[src/rtl/arc4_encrypt.sv]
// arc4_encrypt: ARC4 encryptor with a 24-bit key.
//
// On an accepted start this block performs four steps:
//   1. It fills the external 256x8 S memory with the identity permutation (INIT).
//   2. It runs the key schedule over S (KSA).
//   3. It reads the length byte L from pt[0] and copies it to ct[0] (LEN).
//   4. For k = 1..L it generates one keystream byte and writes ct[k] = pad ^ pt[k] (PRGA).
// All three memories are synchronous with a 1-cycle read latency. Every read state therefore
// presents an address, and the state after it consumes the data.
//
// Ports:
//   clk, rst_n          clock; asynchronous active-low reset
//   en / rdy            start request / idle indication; key is sampled on the accepted en
//   key[23:0]           key bytes key[23:16], key[15:8], key[7:0] for i mod 3 = 0, 1, 2
//   pt_addr, pt_rddata  plaintext read port (length-prefixed message)
//   ct_addr, ct_wrdata, ct_wren     ciphertext write port
//   s_addr, s_wrdata, s_wren, s_rddata  S memory port
//   pt_printable        only when ARC4_ENC_PRINTABLE_CHECK_EN is defined. It is cleared
//                       (sticky) when any pt[k], k >= 1, falls outside 0x20..0x7E.
//
// Optional feature macro: ARC4_ENC_PRINTABLE_CHECK_EN.
//
// Cycle budget per message: INIT 256 + KSA 1536 + LEN 4 + PRGA 11*L + DONE 1.

module arc4_encrypt (
  input  logic        clk,
  input  logic        rst_n,
  input  logic        en,
  output logic        rdy,
  input  logic [23:0] key,
  output logic [7:0]  pt_addr,
  input  logic [7:0]  pt_rddata,
  output logic [7:0]  ct_addr,
  output logic [7:0]  ct_wrdata,
  output logic        ct_wren,
  output logic [7:0]  s_addr,
  output logic [7:0]  s_wrdata,
  output logic        s_wren,
`ifdef ARC4_ENC_PRINTABLE_CHECK_EN
  output logic        pt_printable,
`endif
  input  logic [7:0]  s_rddata
);

  typedef enum logic [4:0] {
    StIdle,
    StInit,
    StKsaRdSi,
    StKsaWtSi,
    StKsaRdSj,
    StKsaWtSj,
    StKsaWrSi,
    StKsaWrSj,
    StLenRd,
    StLenWt,
    StLenWr,
    StLenClr,
    StPrgaInc,
    StPrgaRdSi,
    StPrgaWtSi,
    StPrgaRdSj,
    StPrgaWtSj,
    StPrgaWrSi,
    StPrgaWrSj,
    StPrgaRdPad,
    StPrgaWtPad,
    StPrgaRdPt,
    StPrgaWrCt,
    StDone
  } state_e;

  state_e      state_q, state_d;
  logic [23:0] key_q, key_d;
  // i doubles as the fill counter during INIT.
  logic [7:0]  i_q, i_d;
  logic [7:0]  j_q, j_d;
  logic [7:0]  k_q, k_d;
  // Key byte selector, tracks i mod 3 during KSA.
  logic [1:0]  kb_q, kb_d;
  logic [7:0]  si_q, si_d;
  logic [7:0]  sj_q, sj_d;
  logic [7:0]  len_q, len_d;
  logic [7:0]  pad_q, pad_d;

  logic [7:0]  key_byte;
  logic [7:0]  pad_idx;

  always_comb begin
    key_byte = key_q[7:0];
    unique case (kb_q)
      2'd0:    key_byte = key_q[23:16];
      2'd1:    key_byte = key_q[15:8];
      default: key_byte = key_q[7:0];
    endcase
  end

  // Sum is naturally modulo 256 in 8 bits.
  assign pad_idx = si_q + sj_q;

`ifdef ARC4_ENC_PRINTABLE_CHECK_EN
  logic printable_q, printable_d;
  assign pt_printable = printable_q;
`endif

  always_ff @(posedge clk or negedge rst_n) begin
    if (!rst_n) begin
      state_q <= StIdle;
      key_q   <= '0;
      i_q     <= '0;
      j_q     <= '0;
      k_q     <= '0;
      kb_q    <= '0;
      si_q    <= '0;
      sj_q    <= '0;
      len_q   <= '0;
      pad_q   <= '0;
    end else begin
      state_q <= state_d;
      key_q   <= key_d;
      i_q     <= i_d;
      j_q     <= j_d;
      k_q     <= k_d;
      kb_q    <= kb_d;
      si_q    <= si_d;
      sj_q    <= sj_d;
      len_q   <= len_d;
      pad_q   <= pad_d;
    end
  end

`ifdef ARC4_ENC_PRINTABLE_CHECK_EN
  always_ff @(posedge clk or negedge rst_n) begin
    if (!rst_n) begin
      printable_q <= 1'b1;
    end else begin
      printable_q <= printable_d;
    end
  end
`endif

  always_comb begin
    state_d   = state_q;
    key_d     = key_q;
    i_d       = i_q;
    j_d       = j_q;
    k_d       = k_q;
    kb_d      = kb_q;
    si_d      = si_q;
    sj_d      = sj_q;
    len_d     = len_q;
    pad_d     = pad_q;
`ifdef ARC4_ENC_PRINTABLE_CHECK_EN
    printable_d = printable_q;
`endif
    rdy       = 1'b0;
    pt_addr   = 8'd0;
    ct_addr   = 8'd0;
    ct_wrdata = 8'd0;
    ct_wren   = 1'b0;
    s_addr    = 8'd0;
    s_wrdata  = 8'd0;
    s_wren    = 1'b0;

    unique case (state_q)
      StIdle: begin
        rdy = 1'b1;
        if (en) begin
          key_d   = key;
          i_d     = 8'd0;
`ifdef ARC4_ENC_PRINTABLE_CHECK_EN
          printable_d = 1'b1;
`endif
          state_d = StInit;
        end
      end

      StInit: begin
        s_wren   = 1'b1;
        s_addr   = i_q;
        s_wrdata = i_q;
        i_d      = i_q + 8'd1;
        // i wraps back to 0, which is exactly the first KSA index.
        if (i_q == 8'hFF) begin
          j_d     = 8'd0;
          kb_d    = 2'd0;
          state_d = StKsaRdSi;
        end
      end

      // ---------------- KSA: 6 cycles per i ----------------
      StKsaRdSi: begin
        s_addr  = i_q;
        state_d = StKsaWtSi;
      end

      StKsaWtSi: begin
        si_d    = s_rddata;
        j_d     = j_q + s_rddata + key_byte;
        state_d = StKsaRdSj;
      end

      StKsaRdSj: begin
        s_addr  = j_q;
        state_d = StKsaWtSj;
      end

      StKsaWtSj: begin
        sj_d    = s_rddata;
        state_d = StKsaWrSi;
      end

      StKsaWrSi: begin
        s_wren   = 1'b1;
        s_addr   = i_q;
        s_wrdata = sj_q;
        state_d  = StKsaWrSj;
      end

      StKsaWrSj: begin
        // When i == j this rewrites the same byte with its original value, which is correct.
        s_wren   = 1'b1;
        s_addr   = j_q;
        s_wrdata = si_q;
        i_d      = i_q + 8'd1;
        kb_d     = (kb_q == 2'd2) ? 2'd0 : kb_q + 2'd1;
        state_d  = (i_q == 8'hFF) ? StLenRd : StKsaRdSi;
      end

      // ---------------- LEN: 4 cycles ----------------
      StLenRd: begin
        pt_addr = 8'd0;
        state_d = StLenWt;
      end

      StLenWt: begin
        len_d   = pt_rddata;
        state_d = StLenWr;
      end

      StLenWr: begin
        ct_wren   = 1'b1;
        ct_addr   = 8'd0;
        ct_wrdata = len_q;
        state_d   = StLenClr;
      end

      StLenClr: begin
        i_d     = 8'd0;
        j_d     = 8'd0;
        k_d     = 8'd1;
        state_d = (len_q == 8'd0) ? StDone : StPrgaInc;
      end

      // ---------------- PRGA: 11 cycles per byte ----------------
      StPrgaInc: begin
        i_d     = i_q + 8'd1;
        state_d = StPrgaRdSi;
      end

      StPrgaRdSi: begin
        s_addr  = i_q;
        state_d = StPrgaWtSi;
      end

      StPrgaWtSi: begin
        si_d    = s_rddata;
        j_d     = j_q + s_rddata;
        state_d = StPrgaRdSj;
      end

      StPrgaRdSj: begin
        s_addr  = j_q;
        state_d = StPrgaWtSj;
      end

      StPrgaWtSj: begin
        sj_d    = s_rddata;
        state_d = StPrgaWrSi;
      end

      StPrgaWrSi: begin
        s_wren   = 1'b1;
        s_addr   = i_q;
        s_wrdata = sj_q;
        state_d  = StPrgaWrSj;
      end

      StPrgaWrSj: begin
        s_wren   = 1'b1;
        s_addr   = j_q;
        s_wrdata = si_q;
        state_d  = StPrgaRdPad;
      end

      StPrgaRdPad: begin
        // si/sj still hold the pre-swap values, so their sum is the PRGA pad index.
        s_addr  = pad_idx;
        state_d = StPrgaWtPad;
      end

      StPrgaWtPad: begin
        pad_d   = s_rddata;
        state_d = StPrgaRdPt;
      end

      StPrgaRdPt: begin
        pt_addr = k_q;
        state_d = StPrgaWrCt;
      end

      StPrgaWrCt: begin
        // pt_rddata now holds pt[k], read in the previous state.
        ct_wren   = 1'b1;
        ct_addr   = k_q;
        ct_wrdata = pad_q ^ pt_rddata;
`ifdef ARC4_ENC_PRINTABLE_CHECK_EN
        if (pt_rddata < 8'h20 || pt_rddata > 8'h7E) begin
          printable_d = 1'b0;
        end
`endif
        k_d       = k_q + 8'd1;
        // Compare before incrementing so that L = 255 ends without k wrapping.
        state_d   = (k_q == len_q) ? StDone : StPrgaInc;
      end

      StDone: begin
        state_d = StIdle;
      end

      default: begin
        state_d = StIdle;
      end
    endcase
  end

endmodule

[config.mk]
export PLATFORM = sky130hd
export DESIGN_NAME = arc4_encrypt
export DESIGN_NICKNAME = d
export VERILOG_FILES = /design/src/rtl/arc4_encrypt.sv
export SDC_FILE = /design/constraint.sdc
export NUM_CORES = 1
export LEC_CHECK = 0
export ABC_AREA = 1
export BUFFER_PORTS_ARGS = -buffer_cell sky130_fd_sc_hd__buf_4
export CORE_MARGIN = 8
export CORE_UTILIZATION = 45
export DETAILED_ROUTE_END_ITERATION = 12
export PLACE_DENSITY_LB_ADDON = 0.25
export SLEW_MARGIN = 0
export SYNTH_ARGS = -nofsm -noshare
export SYNTH_HDL_FRONTEND = slang
export SYNTH_SLANG_ARGS = --single-unit
export TNS_END_PERCENT = 30
[constraint.sdc]
create_clock -name clk -period 4.9 [get_ports clk]
set_input_delay 0.49 -clock clk [delete_from_list [all_inputs] [get_ports clk]]
set_output_delay 0.49 -clock clk [all_outputs]
set_load 0.03 [all_outputs]
After elaboration in Yosys (flattened, before gate mapping)
Index checks and enable logic that the tools add are counted.

Output and inout bits: 43. Register bits: 87. Input bits: 43.

Reduce and logical (&&, ||, !) cells: 21. Add/sub/neg operators: 6. Bitwise gates (word level): 1. Equal/unequal tests: 28. Mux-type cells: 23.

Operators with widths (count): $pmux 5 s23 (1); $pmux 8 s3 (3); $pmux 8 s2 (3); $eq 5x4->1 const B (8); $eq 5x5->1 const B (7); $mux 8 (4); $pmux 8 s4 (1); $add 8x8->8 (3); $eq 5x3->1 const B (4); $mux 5 (4); $add 8x1->8 const B (2); $eq 5x2->1 const B (2); $reduce_and 2->1 (5); $reduce_or 2->1 (5); $reduce_or 5->1 (2); $eq 8x8->1 (1); $eq 8x8->1 const B (1); $logic_not 8->1 (1); $xor 8x8->8 (1); $eq 5x1->1 const B (1); $logic_not 5->1 (1); $mux 2 (2); $mux 4 (1); $ne 2x2->1 const B (2); 11 further kinds (14).

Depth between registers and ports, before layout
Word-level depth: 4. Mapped depth: 16.

Worst setup path before layout
OpenSTA, ideal clock, no wires.

Path type: input -> register. Start point: input s_rddata[0]. End point: register j_q[5]. Path buffers: 0. Stages: 12. Setup time: 0.124 ns. Arrival: 2.553 ns. Setup slack: 2.223 ns. Cells stage by stage: ha_1 > fa_1 > a31o_2 > or2_2 > nand2_1 > inv_1 > ha_1 > nand2_1 > nand3_1 > or2_2 > nand3_1 > nand3_1.

Word-level cells in the longest chain between the ends: 3.

Ends and longest elaborated chain: start: declaration (line 42) `input logic [7:0] s_rddata`; $add 8x8->8 * (line 198, 267); $add 8x8->8 (line 198) `j_d = j_q + s_rddata + key_byte;`; $pmux 8 s4 * (line 164) `unique case (state_q)`; end signal: assignment (line 121) `j_q <= j_d;`; end: declaration (line 76) `logic [7:0] j_q, j_d;`.

Every way passes the cells marked *; elsewhere a longest branch is shown, timed or not. A chain may end at the register's enable or synchronous reset.

Worst setup path after layout
Start point: register state_q[3]. End point: output s_wrdata[7].

Word-level cells in the longest chain between the ends: 3. Elaborated cells between the ends (all ways): 8.

Ends and longest elaborated chain: start: declaration (line 72) `state_e state_q, state_d;`; start signal: assignment (line 107) `state_q <= StIdle;`; start signal: assignment (line 118) `state_q <= state_d;`; $eq 5x5->1 / $eq 5x3->1 (equally long branches) (line 164); $reduce_or 2->1 (no line); $pmux 8 s3 * (line 164); end: declaration (line 37) `output logic [7:0] s_wrdata,`.

Marks and branches as above.

==> metrics <==
main area contributors after synthesis dfrtp_1, nand2_1, inv_1; gr ovfl total 0; mapped cell area around 5700 um^2; Arr. time, crit path 2460 ps; Area growth, synth to finish 19.11%; Sink Count between 80 and 90; DRT iter0 DRCs slightly above 300; Die H 128.5 um; crit share post-route 60.17%; outcome finished, final reports clean; most used flip-flop cell after synthesis dfrtp_1; DP HPWL 12.25 mm; Max Cap Viol 0; CTS resizes 0; first-pass GRT wire length 25.72 mm; Yosys warning count 0; Synth top area share 38.22%; Post-synth EDFFs 0; pwr/cell area 304.8 nW/um^2; Gate Count Post-Synth between 700 and 800; final max-slew violation count 0; final antenna-violating net count 0; worst clock skew 5.870 ps; Core Box Area 12,470 um^2; # diodes 0; H-Tree Depth 3; Post-CTS Setup Inserts 0; post-synthesis sequential area ratio 38.22%; HP Class primary input to async pin; total power 0.002068 W; synth cell count leaders nand2_1, dfrtp_1, inv_1, nor2_1, nand3_1; total number of vias 5,169; share of post-route cells with drive strength above 1 21.30%; Final #Nets roughly 860; WL per Instance 16.18 um; number of cell rows 41; clock-pin slew on the worst setup and hold paths 60 ps; Critical Path Source Type register; number of antenna violations at the first check in global routing 0; IO Pins 86; TritonRoute pass-1 iters 5; leak pwr about 3.5 nW; DRC viols 0; largest net degree at the start of global routing 54; Hold Fails Final Rpt 0; PortBufs 85; fillers 1,169; Tmin final 2948 ps; crit end category primary output; CTS tree built; RSZ-0062 raised after global routing false; Die ar. ~17,000 um^2; most common cell in the netlist nand2_1; syn_nets 777; fraction of registers with async set/reset 100.0%; multi-input logic area between 3000 and 4000 um^2; final setup fails 0; register area 2177 um^2; Initial Util 45.70%; Post-CTS Hold Fix Bufs 0; CTS Buf Count 9; Via density 5.329; insertion delay to the later sink of the worst-skew pair 340 ps; global router's overall resource usage slightly below 20%; Synth cell types 45; Die X 128.5 um; relative slew slack 40.29%; RePlAce Congestion 0.9146; CTS root buffer clkbuf_16; Max clock buf depth 2; register bit total from synthesis between 80 and 90; WL final 15.69 mm; number of global-route vias before repair ~5,300; final setup TNS 0 ps; Util after Layout 54.43%; Peak VDD IR 0.1661 mV; Req. time, crit path around 4400 ps; f_max 339.2 MHz; Least-Margin Pin Slew 889.7 ps; hold_ws 89.98 ps; critical path type register to primary output; dominant cell type by area after synthesis dfrtp_1; mean post-synth cell area 8.046 um^2; CP Max Fanout 9
==> worst max-delay path, cell delays in order, from the launching register on <==
cell	delay [ps]
dfrtp_1	540
nor2_4	240
nand2_2	120
o21ai_1	710
nand2_1	130
o221ai_1	160
buf_4	220
==> logic make-up (layout without fill, tap and decap cells) <==
kind of cell	Yosys count	count (layout)	share of synthesized area (%)
multiplexers	24	24	5.930
buffers and inverters	108	198	7.995
AND/OR/NAND/NOR	330	330	26.38
flip-flops	87	87	38.22
XOR/XNOR	18	18	2.767
AO/OA/AOI/OAI	115	115	12.61
adder cells (fa/ha/maj)	26	26	6.106
==> layer usage <==
metal  GRT usage [%]  up-vias  routed length (um)
li1                -     2532                   -
met1           24.15     2480                6963
met2           32.93      128                7526
met3           4.096       29                 865
met4           7.326        0                 337
met5               0        -                   0
==> area by class of cell <==
class                   count  share of cell area (%)
flip-flops and latches     87                   32.09
clock buffers              12                   3.633
repair buffers             86                   9.515
well taps                 172                   3.172
multi-input cells         513                   45.16
inverters                  97                   5.440
clock inverters             3                  0.9958
==> power breakdown <==
part / switching (W) / internal [W] / total, W
clock: 0.000282 / 0.000458 / 0.000740
combinational: 0.000311 / 0.000211 / 0.000522
sequential: 0.0000444 / 0.000762 / 0.000806
==> final timing paths <==
path,start,endpoint,slack (ps),depth (start not counted)
max,state_q[3]$_DFFE_PN0P_,s_wrdata[7],1950,6
max in group asynchronous,rst_n,j_q[4]$_DFFE_PN0P_,3760,2
min reg2reg,key_q[15]$_DFFE_PN0P_,key_q[15]$_DFFE_PN0P_,510,2
max reg2reg,j_q[0]$_DFFE_PN0P_,j_q[7]$_DFFE_PN0P_,2160,15
min in group clk,key[13],key_q[13]$_DFFE_PN0P_,370,2
min,rst_n,k_q[4]$_DFFE_PN0P_,90,1
==> per-stage QoR <==
step | cells | area, um^2 | setup slack, ps
floorplan | 708 | 5697 | 2223
global placement | 955 | 6471 | 2003
detailed placement | 955 | 6471 | 1954
CTS | 970 | 6785 | 1899
global route | 970 | 6785 | 1814
finish | 970 | 6785 | 1952
==> flip-flops by register name, indices dropped and copies added, names as in the netlist <==
register and flops:
kb_q 2, j_q 8, pad_q 8, state_q 5
i_q 8, key_q 24, si_q 8, sj_q 8
len_q 8, k_q 8
==> cell usage in the layout, fill, tap and decap left out, types with 3 or more instances in the layout <==
master and n:
clkbuf_16 9, xor2_1 16, inv_2 9, a21oi_1 34, ha_1 23, fa_1 3, dfrtp_1 87, nand2_1 156
o22ai_1 14, nand3_1 48, or2_2 5, nor2_1 73, o32ai_1 9, o21ai_1 4, mux2_2 6, inv_1 85
nor3_1 7, nor2_4 8, o221ai_1 8, mux2_4 18, o21ai_0 29, nand4_1 10, nand2_2 6, nand2_4 4
buf_4 86, o211ai_1 7, nor2_2 7
No activity file was read; power rests on OpenSTA's default activity.
